<file path="config.mk">
export PLATFORM = sky130hd
export DESIGN_NAME = tick_pwm_gen
export DESIGN_NICKNAME = d
export VERILOG_FILES = /design/src/rtl/tick_pwm_gen.sv
export SDC_FILE = /design/constraint.sdc
export NUM_CORES = 1
export LEC_CHECK = 0
export ABC_CLOCK_PERIOD_IN_PS = 2070
export CELL_PAD_IN_SITES_DETAIL_PLACEMENT = 1
export CELL_PAD_IN_SITES_GLOBAL_PLACEMENT = 2
export CORE_ASPECT_RATIO = 1.5
export CORE_MARGIN = 2
export CORE_UTILIZATION = 33
export CTS_CLUSTER_DIAMETER = 150
export CTS_CLUSTER_SIZE = 14
export DETAILED_ROUTE_END_ITERATION = 8
export GPL_TIMING_DRIVEN = 1
export PLACE_DENSITY = 0.81
export SYNTH_ARGS = -nofsm -noshare
export SYNTH_HDL_FRONTEND = slang
export SYNTH_SLANG_ARGS = --single-unit
</file>
<file path="constraint.sdc">
create_clock -name clk -period 2.07 [get_ports clk]
set_input_delay 0.621 -clock clk [delete_from_list [all_inputs] [get_ports clk]]
set_output_delay 0.621 -clock clk [all_outputs]
set_load 0.05 [all_outputs]
</file>
<file path="src/rtl/tick_pwm_gen.sv">
// Tick-driven PWM generator with shadowed period/duty, applied at period boundaries.
// Define TICK_PWM_DONE_EN to add the one-cycle period_done pulse output.
module tick_pwm_gen #(
   parameter int W = 8
) (
   input  logic         clk,
   input  logic         rst,
   input  logic         tick_in,
   input  logic         en,
   input  logic         cfg_valid,
   output logic         cfg_ready,
   input  logic [W-1:0] cfg_period,
   input  logic [W-1:0] cfg_duty,
   output logic         pwm_out,
`ifdef TICK_PWM_DONE_EN
   output logic         period_done,
`endif
   output logic         busy
);

   typedef enum logic [1:0] {
      IDLE,
      LOAD,
      RUN
   } state_t;

   localparam logic [W-1:0] PER_RST  = '1;
   localparam logic [W-1:0] DUTY_RST = W'(1) << (W - 1);
   localparam logic [W-1:0] ONE      = W'(1);

   state_t       state;
   state_t       state_nx;
   logic [W-1:0] per_sh;
   logic [W-1:0] duty_sh;
   logic [W-1:0] per_act;
   logic [W-1:0] duty_act;
   logic [W-1:0] cnt;
   logic         pend;
   logic         cfg_hs;
   logic         bnd;
   logic         apply;

   assign cfg_ready = !pend;
   assign cfg_hs    = cfg_valid && !pend;
   assign bnd       = (state == RUN) && tick_in && (cnt == per_act);
   assign apply     = pend && ((state == LOAD) || bnd);
   assign busy      = (state != IDLE);
   assign pwm_out   = (state == RUN) && (cnt < duty_act);

   always_comb begin
      state_nx = state;
      unique case (state)
         IDLE:    if (en) state_nx = LOAD;
         LOAD:    state_nx = en ? RUN : IDLE;
         RUN:     if (bnd && !en) state_nx = IDLE;
         default: state_nx = IDLE;
      endcase
   end

   always_ff @(posedge clk) begin
      if (rst) state <= IDLE;
      else     state <= state_nx;
   end

   always_ff @(posedge clk) begin
      if (rst) begin
         cnt <= '0;
      end else if (state == LOAD) begin
         cnt <= '0;
      end else if ((state == RUN) && tick_in) begin
         cnt <= bnd ? '0 : cnt + ONE;
      end
   end

   // pend blocks a handshake, so apply and capture never share a cycle
   always_ff @(posedge clk) begin
      if (rst) begin
         per_sh   <= PER_RST;
         duty_sh  <= DUTY_RST;
         per_act  <= PER_RST;
         duty_act <= DUTY_RST;
         pend     <= 1'b0;
      end else begin
         if (apply) begin
            per_act  <= per_sh;
            duty_act <= duty_sh;
            pend     <= 1'b0;
         end
         if (cfg_hs) begin
            per_sh  <= cfg_period;
            duty_sh <= cfg_duty;
            pend    <= 1'b1;
         end
      end
   end

`ifdef TICK_PWM_DONE_EN
   always_ff @(posedge clk) begin
      if (rst) period_done <= 1'b0;
      else     period_done <= bnd;
   end
`endif

endmodule
</file>
==> results.md <==
- Nets@finish: 297
- Hold buffers post-CTS: 0
- Final min period: 2.293 ns
- Worst setup EP type: primary output
- Startpoint Class: flip-flop
- Final period util: 1.108
- FP Rows: 34
- Total track usage: 0.1457
- Via count: 1603
- Syn_nets: around 260
- Pre-antenna DRT Iters: 4
- Syn. warnings: 0
- Share of cells above drive strength 1: 0.1859
- Setup violators final: 1
- Clk pin slew, worst setup/hold paths: 0.09 ns
- Core area: about 5800 µm²
- Status: finished, violations left
- Post-route ant nets: 0
- Clock latency on the worst-skew pair: 0.30 ns
- Drt drc: 0
- Yosys reg bits: 43
- Max Clk Rate: 436.1 MHz
- Power per cell area: 668.6 nW/µm²
- Ys flop type: dfxtp_1
- Most frequent cells in the layout: 39 x nand2_1, 38 x dfxtp_1, 27 x nor2_1, 20 x clkdlybuf4s50_1, 19 x buf_4
- CTS Sinks: 43
- # diodes: 0
- Critical path buffers and inverters: 2
- Mean Syn Cell Area: 8.764 µm²
- Worst rel slew slack: 0.7923
- Final hold violations: 0
- Area contributors post-synth: dfxtp_1 43%, mux2i_1 8.0%, nand2_1 7.3%
- Pin count of the biggest net entering global routing: 30
- Crit path depth: 7
- Drt first-iter violations: 49
- Slew Limit Fails: 0
- Post-DP HPWL: between 3000 and 4000 µm
- Setup Skew: 0.006173 ns
- Reg2Reg Setup Slack: 0.21 ns
- CP Max Fanout: 2
- Crit-path max cell delay: 0.34 ns
- Hold Crit Depth: 2
- Sequential area share after synthesis: 0.4308
- Lkg Pwr: 0.9971 nW
- Worst path required time: around 1.5 ns
- Synth cell types: 30
- Failing checks: negative setup slack
- Slowest-stage cell, CP: dfxtp_2
- CP top delay family: compound AO/OA/AOI/OAI gates
- Placer Congestion: 0.7333
- Die Width: 67.54 µm
- Setup ws final: -0.2228 ns
- Dpl cells: 330
- Post-layout instance area: 2641 µm²
- First-pass GRT wire length: 7376 µm
- Setup CP Type: flip-flop to primary output
- CTS Buf Count: 5
- Die Span Y: between 90 and 100 µm
- Die ar.: ~6700 µm²
- Initial core utilization: 0.3429
- Max VDD drop: 312.4 µV
- Arrival time at the worst endpoint: 1.67 ns
- Total routed wirelength: 4539 µm
- MaxCap Viol Count: 0
- Area growth syn-to-layout: 32.19%
- CTS max path bufs: 2
- TNS Setup: -0.2228 ns
- WHS: 0.4615 ns
- Top cell type by total area after synthesis: dfxtp_1
- I/O Buffers: 23
- Commonest non-fill, non-tap cell in the layout: nand2_1
- Cell Chain, Critical Path: inv_2 -> ha_4 -> a21o_1 -> a21oi_2 -> o21ai_2 -> a31oi_4 -> buf_12
- Vias in the first global route: 1590
- Initial antenna violation count: 0
- Yosys top cell area share: 0.4308
- Drt wl/cell: 13.31 µm
- Number of enable flip-flop cells after synthesis: 0
- H-tree Lvls: 2
- Reg2reg path depth: 7
- Hold crit path type: flip-flop to flip-flop
- Final Non-Filler Cells: between 300 and 400
- Async S/R FF share, synth: 0
- Tightest Pin Transition: 0.3090 ns
- Util after Layout: 0.4532
- RSZ-0062 raised after global routing: true
- Mapped cell area: 1998 µm²
- Clk Tree Root Cell: clkbuf_8
- DP Worst Slack: -0.3268 ns
- Placement Cell Area: 2421 µm²
- Pwr Total: 1.766 mW
- # IOs: 24
- DR vias/cell: 4.701
- CTS tree: yes
- Syn Inst Count: 228
- Gr ovfl total: 0
worst reg2reg max path: stages, from the launching register on:
cell	delay (ns)
dfxtp_1	0.34
buf_4	0.16
xor2_1	0.15
nor4_2	0.34
nand4_2	0.19
a21oi_4	0.22
clkbuf_16	0.20
mux2i_1	0.19
cell type report:
type	instances	area, µm²
Clock buffer	6	82.58
Clock inverter	2	35.03
Fill cell	667	3187
Inverter	8	30.03
Multi-Input combinational cell	168	1129
Sequential cell	43	867.1
Tap cell	72	90.09
Timing Repair Buffer	42	407.9
final timing paths:
check | end | startpoint
setup / recovery | pwm_out | duty_act[1]
hold / removal | duty_sh[1] | duty_sh[1]
setup reg to reg | duty_act[4] | cnt[2]
hold reg to reg | duty_sh[1] | duty_sh[1]
power by group:
part           switching, mW  internal [mW]
registers             0.0182          0.857
clock network          0.300          0.391
logic                 0.0990          0.101
total                  0.417           1.35
cells in the mapped netlist (all sizes together) (2+ instances only):
master   n
nand2b  18
a31oi    2
ha       8
nand3b  11
nand3    3
mux2i   16
a21oi   13
clkbuf   8
nor2    27
nand2   39
xor2    10
inv      8
a21o     2
dfxtp   43
nand4    4
xnor2    4
sequential cells by signal, summed over array words and instances, names as in the netlist:
signal	count
cnt	8
duty_act	8
duty_sh	8
pend	1
per_act	8
per_sh	8
state	2
metal layers:
metal,share of wire,vias to the layer above,global-route usage,routed length (µm)
li1,-,827,-,-
met1,0.44,750,0.1798,1979
met2,0.53,20,0.2489,2383
met3,0.021,6,0.02376,95
met4,0.018,0,0.05181,81
met5,0,-,0,0
logic make-up (layout without fill, tap and decap cells):
family / Yosys count / after routing / synth area share
compound gates: 20 / 20 / 0.06262
mux: 16 / 16 / 0.08015
xor+xnor: 14 / 14 / 0.06136
simple gates: 110 / 110 / 0.2749
fa+ha+maj: 8 / 8 / 0.05010
buf+inv: 17 / 58 / 0.04008
flops: 43 / 43 / 0.4308
repair_timing:
item,4_1_cts,5_1_grt
pin swaps,9,6
setup buffers,1,1
resized for setup,14,1
endpoints found under the setup margin,9,5
cloned,0,1
No activity file was read; power rests on OpenSTA's default activity.
